[src/rtl/true_dual_port_ram.sv]
// Dual-port byte-enabled RAM with a power-up clear sequence, configurable read
// latency and read-during-write behaviour, and a cross-port collision flag.
module true_dual_port_ram #(
   parameter int unsigned WIDTH   = 8,
   parameter int unsigned ADDR_W  = 4,
   parameter int unsigned BYTE_W  = 8,
   parameter int unsigned RD_LAT  = 1,
   parameter int unsigned WR_MODE = 0
) (
   input  logic                      clk,
   input  logic                      rstn,
   input  logic                      a_wr_en,
   input  logic                      a_rd_en,
   input  logic [ADDR_W-1:0]         a_addr,
   input  logic [WIDTH-1:0]          a_wdata,
   input  logic [WIDTH/BYTE_W-1:0]   a_be,
   output logic [WIDTH-1:0]          a_rdata,
   output logic                      a_rvalid,
   input  logic                      b_wr_en,
   input  logic                      b_rd_en,
   input  logic [ADDR_W-1:0]         b_addr,
   input  logic [WIDTH-1:0]          b_wdata,
   input  logic [WIDTH/BYTE_W-1:0]   b_be,
   output logic [WIDTH-1:0]          b_rdata,
   output logic                      b_rvalid,
   output logic                      init_busy,
   output logic                      collision
);

   localparam int unsigned DEPTH = 2 ** ADDR_W;
   localparam int unsigned NB    = WIDTH / BYTE_W;

   if ((RD_LAT != 1) && (RD_LAT != 2)) begin : g_bad_rd_lat
      $error("true_dual_port_ram: RD_LAT must be 1 or 2");
   end
   if ((BYTE_W == 0) || ((WIDTH % BYTE_W) != 0)) begin : g_bad_byte_w
      $error("true_dual_port_ram: WIDTH must be a multiple of BYTE_W");
   end
   if (WR_MODE > 1) begin : g_bad_wr_mode
      $error("true_dual_port_ram: WR_MODE must be 0 or 1");
   end

   typedef enum logic {INIT, READY} state_t;

   state_t              r_state;
   state_t              w_state_nxt;
   logic [ADDR_W-1:0]   r_cnt;
   logic [ADDR_W-1:0]   w_cnt_nxt;
   logic                w_clr_en;

   logic [WIDTH-1:0]    r_mem [DEPTH];

   logic                w_ready;
   logic                w_a_we;
   logic                w_a_re;
   logic                w_b_we;
   logic                w_b_re;
   logic [WIDTH-1:0]    w_a_rd_word;
   logic [WIDTH-1:0]    w_b_rd_word;

   logic                r_a_v1;
   logic                r_b_v1;
   logic [WIDTH-1:0]    r_a_d1;
   logic [WIDTH-1:0]    r_b_d1;
   logic                r_collision;

   always_ff @(posedge clk or negedge rstn) begin
      if (!rstn) begin
         r_state <= INIT;
         r_cnt   <= '0;
      end else begin
         r_state <= w_state_nxt;
         r_cnt   <= w_cnt_nxt;
      end
   end

   always_comb begin
      w_state_nxt = r_state;
      w_cnt_nxt   = r_cnt;
      w_clr_en    = 1'b0;
      case (r_state)
         INIT: begin
            w_clr_en  = 1'b1;
            w_cnt_nxt = r_cnt + ADDR_W'(1);
            if (&r_cnt) begin
               w_state_nxt = READY;
            end
         end
         READY: begin
            w_state_nxt = READY;
         end
         default: begin
            w_state_nxt = INIT;
         end
      endcase
   end

   assign w_ready   = (r_state == READY);
   assign init_busy = ~w_ready;
   assign w_a_we    = w_ready & a_wr_en;
   assign w_a_re    = w_ready & a_rd_en;
   assign w_b_we    = w_ready & b_wr_en;
   assign w_b_re    = w_ready & b_rd_en;

   // B lanes are scheduled first so A wins any lane both ports enable.
   always_ff @(posedge clk) begin
      if (w_clr_en) begin
         r_mem[r_cnt] <= '0;
      end else begin
         for (int unsigned k = 0; k < NB; k++) begin
            if (w_b_we && b_be[k]) begin
               r_mem[b_addr][k*BYTE_W +: BYTE_W] <= b_wdata[k*BYTE_W +: BYTE_W];
            end
            if (w_a_we && a_be[k]) begin
               r_mem[a_addr][k*BYTE_W +: BYTE_W] <= a_wdata[k*BYTE_W +: BYTE_W];
            end
         end
      end
   end

   // Only the port's own write is merged; the other port's write stays invisible.
   always_comb begin
      w_a_rd_word = r_mem[a_addr];
      w_b_rd_word = r_mem[b_addr];
      if (WR_MODE == 1) begin
         for (int unsigned k = 0; k < NB; k++) begin
            if (w_a_we && a_be[k]) begin
               w_a_rd_word[k*BYTE_W +: BYTE_W] = a_wdata[k*BYTE_W +: BYTE_W];
            end
            if (w_b_we && b_be[k]) begin
               w_b_rd_word[k*BYTE_W +: BYTE_W] = b_wdata[k*BYTE_W +: BYTE_W];
            end
         end
      end
   end

   always_ff @(posedge clk or negedge rstn) begin
      if (!rstn) begin
         r_a_v1      <= 1'b0;
         r_b_v1      <= 1'b0;
         r_a_d1      <= '0;
         r_b_d1      <= '0;
         r_collision <= 1'b0;
      end else begin
         r_a_v1 <= w_a_re;
         r_b_v1 <= w_b_re;
         if (w_a_re) begin
            r_a_d1 <= w_a_rd_word;
         end
         if (w_b_re) begin
            r_b_d1 <= w_b_rd_word;
         end
         r_collision <= w_ready && (a_addr == b_addr) &&
                        ((a_wr_en && (b_rd_en || b_wr_en)) ||
                         (b_wr_en && (a_rd_en || a_wr_en)));
      end
   end

   assign collision = r_collision;

   if (RD_LAT == 2) begin : g_lat2
      logic             r_a_v2;
      logic             r_b_v2;
      logic [WIDTH-1:0] r_a_d2;
      logic [WIDTH-1:0] r_b_d2;

      always_ff @(posedge clk or negedge rstn) begin
         if (!rstn) begin
            r_a_v2 <= 1'b0;
            r_b_v2 <= 1'b0;
            r_a_d2 <= '0;
            r_b_d2 <= '0;
         end else begin
            r_a_v2 <= r_a_v1;
            r_b_v2 <= r_b_v1;
            if (r_a_v1) begin
               r_a_d2 <= r_a_d1;
            end
            if (r_b_v1) begin
               r_b_d2 <= r_b_d1;
            end
         end
      end

      assign a_rvalid = r_a_v2;
      assign b_rvalid = r_b_v2;
      assign a_rdata  = r_a_d2;
      assign b_rdata  = r_b_d2;
   end else begin : g_lat1
      assign a_rvalid = r_a_v1;
      assign b_rvalid = r_b_v1;
      assign a_rdata  = r_a_d1;
      assign b_rdata  = r_b_d1;
   end

endmodule

[config.mk]
export PLATFORM = sky130hd
export DESIGN_NAME = true_dual_port_ram
export DESIGN_NICKNAME = d
export VERILOG_FILES = /design/src/rtl/true_dual_port_ram.sv
export SDC_FILE = /design/constraint.sdc
export NUM_CORES = 1
export LEC_CHECK = 0
export BUFFER_PORTS_ARGS = -buffer_cell sky130_fd_sc_hd__clkbuf_2
export CORE_UTILIZATION = 56
export DETAILED_ROUTE_END_ITERATION = 10
export PLACE_DENSITY = 0.88
export SLEW_MARGIN = 20
export SYNTH_ARGS = -nofsm -noshare
export SYNTH_HDL_FRONTEND = slang
export SYNTH_SLANG_ARGS = --single-unit
[constraint.sdc]
create_clock -name clk -period 2 [get_ports clk]
set_input_delay 0.2 -clock clk [delete_from_list [all_inputs] [get_ports clk]]
set_output_delay 0.2 -clock clk [all_outputs]
set_load 0.02 [all_outputs]
==> impl_metrics.yaml <==
status:
  status: "finished with violations"
  violations: "negative setup slack"
power_and_ir_drop:
  p_comb_frac: 0.116
  irDropWorstVdd_mv: 0.747
  p_int_mw: 5.58
  p_sw_mw: 1.90
  leakage_nw: 4.28
  p_clk_frac: 0.413
  switching_share: 0.254
  p_seq_frac: 0.470
  powerDensity_mw_per_mm2: 721
setup_path:
  crit_start: "r_state"
  cp_max_fo: 8
  r2r_cells: 5
  worstPathArrival_ps: 2200
  critical_path_class: "register to register"
  crit_required_ps: 2190
  rrSetupSlack_ps: -9
  critPathCaptureType: "register"
  r2r-start: "r_state"
  start_kind: "register"
min_path:
  hold_depth: 3
  hold_class: "primary input to register"
  hold_start: "a_rd_en"
route:
  routedWlPerCell_um: 26.3
  drtAntennaViolNets: 0
  drt-vias-per-instance: 6.70
  first_pass_iters: 5
  first_iter_violations: 799
  num_vias: 6432
  wirelength_um: 25300
  drcViolationCount: 0
cells_and_area:
  area_growth_pct: 17.9
  drive_gt1_frac: 0.429
  final_nets: 768
  final_util: 0.679
  design_area_mm2: 0.0104
place:
  io_buffers: 51
  placed_cell_area_mm2: 0.00973
  place_ws_ps: -36.1
  gp_congestion: 1.03
  hpwl_um: 18000
timing:
  finClkSkew_ps: 6.69
  worst_pin_slew_ps: 707
  timing_hold_violations_final: 0
  grt_setup_unrepaired: "true"
  period_share: 1.00
  final.setup.worst_slack_ps: -9.10
  fmax_ghz: 0.498
  drv_slew: 0
  setup_viol: 6
  slew_headroom: 0.529
  period_needed_ps: 2010
global_routing:
  grt-ovfl-total: 0
  grt_max_degree: 25
  grt_pass1_vias: 6144
  grt_usage: 0.324
  grt_first_pass_wirelength_um: 37400
  antenna_found_initial: 1
clocking:
  post-cts-setup-buffers: 0
  cts-root-buf: "clkbuf_16"
  cts_sinks: 152
  cts_tree: "done"
  cts_buffer_depth: 2
  insertion_delay_ps: 440
  path_clk_slew_ps: 60
  numCtsBuffers: 17
  cts.htree.levels: 4
logic_synthesis:
  async_reset_ff_frac: 0.158
  yosysUniqueCellTypes: 43
  synth_edf_count: 128
  synth.cell_area_mm2: 0.00879
  syn_avg_cell_area_um2: 13.3
  netlist_top_cells_count: "mux2_2, edfxtp_1, mux2i_1, nand2_1, clkbuf_1"
  syn-num-nets: 696
  synth_cells: 663
  synth-seq-area-share: 0.506
  ys_seq_elements: 152
  synth_area_leader_cell: "edfxtp_1"
  ys_warn_count: 0
  yosysTopAreaCellShare: 0.437
  yosysMostFrequentCell: "mux2_2"
  synth.top_cells.by_area: "edfxtp_1, mux2_2, mux2i_1"
  ys.flop_type: "edfxtp_1"
floorplan:
  core_area_mm2: 0.0153
  chipHeight_um: 127
  initial_core_util: 0.576
  ios: 52
  die_area_mm2: 0.0162
  floorplan.die.width_um: 127
  rows: 45
job:
  cap_violations: 0
[metal layers]
| layer | part of all wire | track usage | wire length [um] |
|---|---|---|---|
| met1 | 0.39 | 0.433 | 9810 |
| met2 | 0.47 | 0.499 | 11800 |
| met5 | 0 | 0 | 0 |
| met4 | 0.030 | 0.134 | 761 |
| met3 | 0.11 | 0.0909 | 2880 |
[layout by cell type, fill, tap and decap left out, drive strengths merged]
cell,synthesis,final
o21bai,2,2
and3,4,4
clkinv,0,10
o22ai,6,6
nor3,6,6
edfxtp,128,128
inv,5,6
a31oi,12,12
nand3,20,20
ha,1,1
nand2b,3,3
diode,0,1
or3b,1,1
buf,22,60
a21oi,9,9
and3b,1,1
clkbuf,36,70
nand4,6,6
dlygate4sd3,0,1
nand3b,1,1
or3,1,1
mux2,129,129
o21ai,9,9
o32a,1,1
o221a,8,8
clkinvlp,0,1
mux4,24,24
nand2,46,46
a22oi,26,26
and2,11,11
xor2,3,3
dfrtp,24,24
nor2b,7,7
mux2i,80,80
nor2,20,20
nor3b,2,2
a32oi,4,4
xnor2,4,4
or4,1,1
[sequential cells by signal, indices dropped and copies added, names as in the netlist]
signal,flops
a_rdata,8
a_rvalid,1
b_rdata,8
b_rvalid,1
collision,1
r_cnt,4
r_mem,128
r_state,1
[logic make-up after synthesis]
kind of cell	count (synthesis)	synth area share
flip-flops	152	0.506
multiplexers	233	0.318
AND/OR/NAND/NOR	130	0.0764
buffers and inverters	63	0.0295
AO/OA/AOI/OAI	77	0.0623
XOR/XNOR	7	0.00697
adder cells (fa/ha/maj)	1	0.00142
[layout make-up]
cell class,instances,area [um^2]
clock inverter,12,92.6
sequential,152,4440
fill,999,4890
timing repair buffer,111,923
clock buffer,20,478
inverter,5,18.8
multi-input combinational,448,4140
antenna,1,2.50
tap,211,264
[power groups by stage]
stage	Sequential, mW	Clock (mW)	Combinational [mW]
after floorplan	3.62	0	0.476
after global placement	3.58	0	0.816
after detailed placement	3.58	0	0.837
after CTS	3.52	3.08	0.848
after global routing	3.52	3.20	0.915
final	3.52	3.09	0.870
[worst max-delay path, cell delays in order (launching register included)]
cell and delay (ps):
dfrtp_1 340, and3_4 210, or3b_4 420, buf_12 160, nor2_4 250, mux2_2 380
[stage by stage]
| stage | total power [mW] | hold WS (ps) | TNS (ps) | instances |
|---|---|---|---|---|
| CTS | 7.45 | 62.8 | -1940 | 959 |
| floorplan | 4.10 | -95.6 | -6660 | 663 |
| global route | 7.63 | 110 | -482 | 959 |
| detailed placement | 4.42 | 271 | -758 | 926 |
| finish | 7.47 | 86.6 | -23.6 | 960 |
| global placement | 4.40 | 260 | -63.7 | 926 |
[final timing paths]
path,end
worst max-delay path,r_mem[8][2]
worst min-delay path,collision
worst max register to register,r_mem[8][2]
worst min register to register,b_rdata[0]
max in group asynchronous,b_rdata[3]
min in group asynchronous,b_rdata[7]
[repair_timing]
| action | 4_1_cts | 5_1_grt |
|---|---|---|
| gates resized for setup | 1 | 11 |
| hold endpoints to repair | 24 | 0 |
| setup endpoints to repair | 80 | 170 |
| hold buffers | 1 | 0 |
| pin swaps | 2 | 2 |
(Power assumes the default switching activity.)
